===== config.mk =====
export PLATFORM = sky130hd
export DESIGN_NAME = cmd_saver
export DESIGN_NICKNAME = d
export VERILOG_FILES = /design/src/rtl/cmd_saver.sv
export SDC_FILE = /design/constraint.sdc
export NUM_CORES = 1
export LEC_CHECK = 0
export CAP_MARGIN = 20
export CELL_PAD_IN_SITES_DETAIL_PLACEMENT = 0
export CELL_PAD_IN_SITES_GLOBAL_PLACEMENT = 1
export CORE_MARGIN = 3
export CORE_UTILIZATION = 45
export CTS_CLUSTER_SIZE = 20
export DETAILED_ROUTE_END_ITERATION = 12
export GPL_TIMING_DRIVEN = 0
export PLACE_DENSITY = 0.95
export SYNTH_ARGS = -nofsm -noshare
export SYNTH_HDL_FRONTEND = slang
export SYNTH_SLANG_ARGS = --single-unit

===== constraint.sdc =====
create_clock -name clock -period 4.7 [get_ports clock]
set_input_delay 0.47 -clock clock [delete_from_list [all_inputs] [get_ports clock]]
set_output_delay 0.47 -clock clock [all_outputs]
set_load 0.01 [all_outputs]

===== src/rtl/cmd_saver.sv =====
// cmd_saver: reads a TRS-80 RAM range and emits it as a /CMD byte stream.
//
// Stream layout:
//   [optional name header: 05 06 c0 c1 c2 c3 c4 c5]
//   type 01 load records: 01, (n+2)[7:0], addr lo, addr hi, n data bytes
//   type 02 transfer record: 02 02 exec lo exec hi
//
// Optional feature macro: CMD_NAME_HDR_EN
//   Adds the name[47:0] input (char0 in [7:0]) and the HDR state.
//
// Ports:
//   clock, reset_n              system clock, async active-low reset
//   start, start_addr, end_addr,
//   exec_addr                   save request; sampled only when idle
//   mem_addr, mem_rd, mem_din   shared RAM read port (data RAM_LAT clocks after mem_rd)
//   out_data/out_valid/out_ready  valid/ready byte stream to the upload path
//   busy, done, error           status (error sticky until next accepted start)
//   byte_count                  bytes accepted in the current save
module cmd_saver #(
  parameter int BLK_MAX = 256,
  parameter int RAM_LAT = 1
) (
  input  logic        clock,
  input  logic        reset_n,
  input  logic        start,
  input  logic [15:0] start_addr,
  input  logic [15:0] end_addr,
  input  logic [15:0] exec_addr,
  output logic [15:0] mem_addr,
  output logic        mem_rd,
  input  logic [7:0]  mem_din,
  output logic [7:0]  out_data,
  output logic        out_valid,
  input  logic        out_ready,
  output logic        busy,
  output logic        done,
  output logic        error,
  output logic [16:0] byte_count
`ifdef CMD_NAME_HDR_EN
  ,
  input  logic [47:0] name
`endif
);

  typedef enum logic [3:0] {
    IDLE  = 4'd0,
    BTYPE = 4'd1,
    BLEN  = 4'd2,
    BALO  = 4'd3,
    BAHI  = 4'd4,
    RD    = 4'd5,
    RWAIT = 4'd6,
    DATA  = 4'd7,
    XTYPE = 4'd8,
    XLEN  = 4'd9,
    XLO   = 4'd10,
    XHI   = 4'd11,
    FIN   = 4'd12
`ifdef CMD_NAME_HDR_EN
    ,
    HDR   = 4'd13
`endif
  } state_t;

  state_t      state_q, state_d;
  logic [1:0]  rst_sync_q;
  logic        rst_n_s;
  // cur/end are 17 bits so that end_addr=0xFFFF terminates instead of wrapping
  logic [16:0] cur_q, cur_d;
  logic [16:0] end_q, end_d;
  logic [15:0] exec_q, exec_d;
  logic [8:0]  blk_rem_q, blk_rem_d;   // reads still to issue in current block
  logic [2:0]  wait_q, wait_d;
  logic [7:0]  out_data_q, out_data_d;
  logic        out_valid_q, out_valid_d;
  logic        busy_q, busy_d;
  logic        done_q, done_d;
  logic        error_q, error_d;
  logic [16:0] byte_count_q, byte_count_d;
  logic        hs_s;
  logic        rd_issue_s;
  logic [16:0] rem_s;
  logic [8:0]  n_s;
  logic [7:0]  len_s;
`ifdef CMD_NAME_HDR_EN
  logic [47:0] name_q, name_d;
  logic [2:0]  hdr_idx_q, hdr_idx_d;

  // Header byte idx: record type/length, then the six name characters
  function automatic logic [7:0] hdr_byte(input logic [2:0] idx, input logic [47:0] nm);
    case (idx)
      3'd0:    hdr_byte = 8'h05;
      3'd1:    hdr_byte = 8'h06;
      3'd2:    hdr_byte = nm[7:0];
      3'd3:    hdr_byte = nm[15:8];
      3'd4:    hdr_byte = nm[23:16];
      3'd5:    hdr_byte = nm[31:24];
      3'd6:    hdr_byte = nm[39:32];
      3'd7:    hdr_byte = nm[47:40];
      default: hdr_byte = 8'h00;
    endcase
  endfunction
`endif

  assign hs_s  = out_valid_q & out_ready;
  assign rem_s = end_q - cur_q + 17'd1;
  assign n_s   = (rem_s > 17'(BLK_MAX)) ? 9'(BLK_MAX) : rem_s[8:0];
  // Length byte counts the two address bytes; n=256 wraps to 0x02
  assign len_s = n_s[7:0] + 8'd2;

  // mem_rd is decoded from state and the handshake so the next read can
  // issue in the very clock a data byte is accepted (one byte per RAM_LAT+1)
  assign mem_rd     = rd_issue_s;
  assign mem_addr   = cur_q[15:0];
  assign out_data   = out_data_q;
  assign out_valid  = out_valid_q;
  assign busy       = busy_q;
  assign done       = done_q;
  assign error      = error_q;
  assign byte_count = byte_count_q;
  assign rst_n_s    = rst_sync_q[1];

  // Reset synchronizer: asserts immediately, releases two clocks later
  always_ff @(posedge clock or negedge reset_n) begin
    if (!reset_n) begin
      rst_sync_q <= 2'b00;
    end else begin
      rst_sync_q <= {rst_sync_q[0], 1'b1};
    end
  end

  // State and datapath registers
  always_ff @(posedge clock or negedge rst_n_s) begin
    if (!rst_n_s) begin
      state_q      <= IDLE;
      cur_q        <= 17'd0;
      end_q        <= 17'd0;
      exec_q       <= 16'd0;
      blk_rem_q    <= 9'd0;
      wait_q       <= 3'd0;
      out_data_q   <= 8'd0;
      out_valid_q  <= 1'b0;
      busy_q       <= 1'b0;
      done_q       <= 1'b0;
      error_q      <= 1'b0;
      byte_count_q <= 17'd0;
`ifdef CMD_NAME_HDR_EN
      name_q       <= 48'd0;
      hdr_idx_q    <= 3'd0;
`endif
    end else begin
      state_q      <= state_d;
      cur_q        <= cur_d;
      end_q        <= end_d;
      exec_q       <= exec_d;
      blk_rem_q    <= blk_rem_d;
      wait_q       <= wait_d;
      out_data_q   <= out_data_d;
      out_valid_q  <= out_valid_d;
      busy_q       <= busy_d;
      done_q       <= done_d;
      error_q      <= error_d;
      byte_count_q <= byte_count_d;
`ifdef CMD_NAME_HDR_EN
      name_q       <= name_d;
      hdr_idx_q    <= hdr_idx_d;
`endif
    end
  end

  // Next-state logic: each byte state holds its byte until the handshake,
  // then loads the following byte in the same clock
  always_comb begin
    state_d      = state_q;
    cur_d        = cur_q;
    end_d        = end_q;
    exec_d       = exec_q;
    blk_rem_d    = blk_rem_q;
    wait_d       = wait_q;
    out_data_d   = out_data_q;
    out_valid_d  = out_valid_q;
    busy_d       = busy_q;
    done_d       = 1'b0;
    error_d      = error_q;
    byte_count_d = byte_count_q + {16'd0, hs_s};
    rd_issue_s   = 1'b0;
`ifdef CMD_NAME_HDR_EN
    name_d       = name_q;
    hdr_idx_d    = hdr_idx_q;
`endif
    case (state_q)
      IDLE: begin
        if (start) begin
          cur_d        = {1'b0, start_addr};
          end_d        = {1'b0, end_addr};
          exec_d       = exec_addr;
          byte_count_d = 17'd0;
          error_d      = 1'b0;
          if (end_addr < start_addr) begin
            // Empty range: flag and finish without ever going busy
            error_d = 1'b1;
            done_d  = 1'b1;
          end else begin
            busy_d      = 1'b1;
            out_valid_d = 1'b1;
`ifdef CMD_NAME_HDR_EN
            name_d      = name;
            hdr_idx_d   = 3'd0;
            out_data_d  = 8'h05;
            state_d     = HDR;
`else
            out_data_d  = 8'h01;
            state_d     = BTYPE;
`endif
          end
        end else begin
          state_d = IDLE;
        end
      end
`ifdef CMD_NAME_HDR_EN
      HDR: begin
        if (hs_s) begin
          if (hdr_idx_q == 3'd7) begin
            out_data_d = 8'h01;
            state_d    = BTYPE;
          end else begin
            hdr_idx_d  = hdr_idx_q + 3'd1;
            out_data_d = hdr_byte(hdr_idx_q + 3'd1, name_q);
          end
        end else begin
          state_d = HDR;
        end
      end
`endif
      BTYPE: begin
        if (hs_s) begin
          out_data_d = len_s;
          blk_rem_d  = n_s;
          state_d    = BLEN;
        end else begin
          state_d = BTYPE;
        end
      end
      BLEN: begin
        if (hs_s) begin
          out_data_d = cur_q[7:0];
          state_d    = BALO;
        end else begin
          state_d = BLEN;
        end
      end
      BALO: begin
        if (hs_s) begin
          out_data_d = cur_q[15:8];
          state_d    = BAHI;
        end else begin
          state_d = BALO;
        end
      end
      BAHI: begin
        if (hs_s) begin
          out_valid_d = 1'b0;
          state_d     = RD;
        end else begin
          state_d = BAHI;
        end
      end
      RD: begin
        rd_issue_s = 1'b1;
        cur_d      = cur_q + 17'd1;
        blk_rem_d  = blk_rem_q - 9'd1;
        wait_d     = 3'd1;
        state_d    = RWAIT;
      end
      RWAIT: begin
        if (wait_q == 3'(RAM_LAT)) begin
          out_data_d  = mem_din;
          out_valid_d = 1'b1;
          state_d     = DATA;
        end else begin
          wait_d = wait_q + 3'd1;
        end
      end
      DATA: begin
        if (hs_s) begin
          if (blk_rem_q != 9'd0) begin
            // Overlap the next read with this handshake
            rd_issue_s  = 1'b1;
            cur_d       = cur_q + 17'd1;
            blk_rem_d   = blk_rem_q - 9'd1;
            wait_d      = 3'd1;
            out_valid_d = 1'b0;
            state_d     = RWAIT;
          end else if (cur_q > end_q) begin
            out_data_d = 8'h02;
            state_d    = XTYPE;
          end else begin
            out_data_d = 8'h01;
            state_d    = BTYPE;
          end
        end else begin
          state_d = DATA;
        end
      end
      XTYPE: begin
        if (hs_s) begin
          out_data_d = 8'h02;
          state_d    = XLEN;
        end else begin
          state_d = XTYPE;
        end
      end
      XLEN: begin
        if (hs_s) begin
          out_data_d = exec_q[7:0];
          state_d    = XLO;
        end else begin
          state_d = XLEN;
        end
      end
      XLO: begin
        if (hs_s) begin
          out_data_d = exec_q[15:8];
          state_d    = XHI;
        end else begin
          state_d = XLO;
        end
      end
      XHI: begin
        if (hs_s) begin
          out_valid_d = 1'b0;
          state_d     = FIN;
        end else begin
          state_d = XHI;
        end
      end
      FIN: begin
        done_d  = 1'b1;
        busy_d  = 1'b0;
        state_d = IDLE;
      end
      default: begin
        out_valid_d = 1'b0;
        busy_d      = 1'b0;
        state_d     = IDLE;
      end
    endcase
  end

endmodule

==> summary.md <==
| Metric | Value |
|---|---|
| Slew Limit Headroom | `0.391` |
| CORE AREA | `15,500 sq um` |
| Tightest Pin Transition | `906 ps` |
| Die Wd | `133 um` |
| Unique masters post-synth | `84` |
| Max_cap viols | `0` |
| Grt peak-use layer | `met2` |
| Placed cell count | `1,190` |
| Post-synth top area share | `0.332` |
| Final number of hold-violating endpoints | `0` |
| Final GP Congestion | `0.952` |
| # setup viols final | `0` |
| Num CTS Buffers | `9` |
| Final Skew | `10.8 ps` |
| Sequential area share after synthesis | `0.332` |
| Crit-path max FO | `7` |
| Via count | `7,117` |
| Clock tree sinks | `96` |
| Routed Antenna Nets | `0` |
| VDD IR max | `0.343 mV` |
| Overflow after GRT | `0` |
| Startpoint types | `flop` |
| Worst-Skew Late Latency | `360 ps` |
| Number of DRC markers in iteration 0 | `670` |
| Grt met2 use | `0.402` |
| Post-route cell area | `9020 sq um` |
| Commonest non-fill, non-tap cell in the layout | `nand2_1` |
| Tightest Hold Check Type | `input port to asynchronous set/reset pin` |
| Worst setup EP type | `flop` |
| Largest net degree at the start of global routing | `62` |
| Warning count from the yosys run | `0` |
| Worst R2R Start | `cur_q[5]$_DFFE_PN0P_` |
| Most frequent cells in the layout | `127 x nand2_1, 105 x clkdlybuf4s50_1, 88 x dfrtp_1, 71 x inv_1, 66 x o21ai_0` |
| Overall routing resource usage | `0.255` |
| Hold_ws | `261 ps` |
| First-pass GRT wire length | `36.0 mm` |
| Initial antenna violation count | `0` |
| Clk buf depth | `2` |
| Synth area leaders | `dfrtp_1 33%, ha_1 11%, nand2_1 6.6%` |
| Post-synth EDFFs | `0` |
| TritonCTS clock tree | `built` |
| Critical path origin | `cur_q[5]$_DFFE_PN0P_` |
| DRT Wirelength | `23.0 mm` |
| CTS Root Cell | `clkbuf_16` |
| F_max | `224 MHz` |
| Clock slew at reported path FFs | `80 ps` |
| Number of diodes | `0` |
| Vias per inst | `5.88` |
| Area grow syn2layout | `24.6%` |
| Initial Utilization | `0.467` |
| Min Tclk post-route | `4470 ps` |
| H-tree depth | `3` |
| Synthesized Nets | `1,000` |
| Max-slew violations | `0` |
| Leak | `4.07 nW` |
| GR Util met3 | `0.0430` |
| Status | `completed` |
| IO Port Bufs | `105` |
| GR Layer Usage met1 | `0.364` |
| Pwr/cell area | `695 nW/um^2` |
| Syn Inst Count | `873` |
| Cell taking the most area after synthesis | `dfrtp_1` |
| Die area | `17,600 sq um` |
| Fin nets | `1,122` |
| Final std cells w/o fill | `1,211` |
| HPWL after detailed placement | `18.0 mm` |
| Pre-antenna DRT Iters | `7` |
| Final period util | `0.952` |
| FILL cells | `1,435` |
| Die Ht | `133 um` |
| Share of cells above drive strength 1 | `0.0880` |
| Arr. time, crit path | `4730 ps` |
| Ports | `106` |
| Syn avg cell area | `8.29 sq um` |
| CP Class | `flop to flop` |
| Fin Setup TNS | `0 ps` |
| Vias in the first global route | `6,687` |
| Most used DFF post-synth | `dfrtp_1` |
| Drc violations | `0` |
| Synth Cell Area | `7240 sq um` |
| Routed len/inst | `19.0 um` |
| Final Util | `0.583` |
| Area after DPL | `8580 sq um` |
| Post-synth ARST share | `1.00` |
| CP Data Required Time | `4950 ps` |
| Site Rows | `45` |
| Synth Register Bits | `96` |
## layer usage
| metal | vias up | wire length, um |
|---|---|---|
| met3 | 43 | 1640 |
| li1 | 3329 | - |
| met5 | - | 0 |
| met1 | 3421 | 10300 |
| met2 | 324 | 10500 |
| met4 | 0 | 473 |
## metrics by stage
stage | setup slack (ps) | total power, mW
6_report | 226 | 6.27
5_1_grt | -23.4 | 6.71
4_1_cts | 1.21 | 6.08
3_5_place_dp | -269 | 5.27
3_3_place_gp | -231 | 5.24
2_1_floorplan | 726 | 4.08
## synthesized netlist by cell type (4+ instances only)
library cell,n
a2111oi_0,4
a211o_1,5
a211oi_1,4
a21o_1,11
a21oi_1,51
a221oi_1,7
a22oi_1,10
a2bb2oi_1,4
a31oi_1,6
a32oi_1,4
and2_1,5
and3_1,15
buf_2,5
buf_4,17
clkbuf_1,20
dfrtp_1,96
ha_1,65
inv_1,72
mux2i_1,4
nand2_1,127
nand2b_1,7
nand3_1,23
nand4_1,11
nor2_1,62
nor2b_1,8
nor3_1,14
nor3b_1,4
nor4_1,8
o21ai_0,67
o221ai_1,4
o22ai_1,8
o31ai_1,9
or3_1,10
xnor2_1,22
xor2_1,10
## registers in the layout, indices dropped and copies added, names as in the netlist
register / cells
exec_q: 16
out_data: 8
byte_count: 17
wait_q: 3
done: 1
busy: 1
out_valid: 1
cur_q: 17
end_q: 16
rst_sync_q: 2
blk_rem_q: 9
state_q: 4
error: 1
## power breakdown
group / internal, mW / switching (mW)
Combinational: 1.63 / 2.43
Clock: 0.381 / 0.382
Sequential: 1.14 / 0.311
## worst max-delay path, cell delays in order, from the launching register on
cell and delay [ps]:
dfrtp_2 450, inv_1 110, ha_1 350, ha_2 360, and2_2 240, a21o_2 230
nor3_2 240, xnor2_1 230, nor4_4 460, o2111ai_4 200, buf_4 180, nor3b_1 200
ha_1 210, inv_1 60, nor2_1 100, nand2_1 100, nor3b_2 220, xnor2_1 100
o31ai_1 330
## worst paths after layout
check	to	slack, ps	cells after the start
worst min-delay path	rst_sync_q[1]$_DFF_PN0_	260	1
min in group clock	rst_sync_q[1]$_DFF_PN0_	350	0
worst max register to register	out_data[7]$_DFFE_PN0P_	230	18
worst max-delay path	out_data[7]$_DFFE_PN0P_	230	18
worst min register to register	cur_q[13]$_DFFE_PN0P_	300	0
max in group asynchronous	cur_q[5]$_DFFE_PN0P_	3700	1
## layout make-up
class | instances | area, sq um | share of cell area
multi-input combinational | 657 | 4380 | 0.486
buffer | 46 | 258 | 0.0286
inverter | 73 | 274 | 0.0304
clock buffer | 9 | 225 | 0.0250
clock inverter | 7 | 81.3 | 0.00902
timing repair buffer | 112 | 1120 | 0.125
sequential | 96 | 2410 | 0.268
tap | 211 | 264 | 0.0293
## cell families (layout without fill, tap and decap cells)
group	count (synthesis)	after routing	share of synthesized area
AOI/OAI and AO/OA	239	239	0.221
xor gates and xnor gates	33	33	0.0410
adders and majority gates	68	68	0.119
buffers and inverters	120	247	0.0740
DFF	96	96	0.332
muxes	4	4	0.00553
other	1	1	0.000518
and+or+nand+nor	312	312	0.207
## repair_timing
item                                    in CTS  in global routing
setup buffers                                0                  6
hold endpoints to repair                     0                  0
endpoints found under the setup margin       3                  4
resized for setup                            4                 21
hold buffers                                 0                  0
pin swaps                                    1                  6
Note: power is estimated with default switching activity, not from simulation.
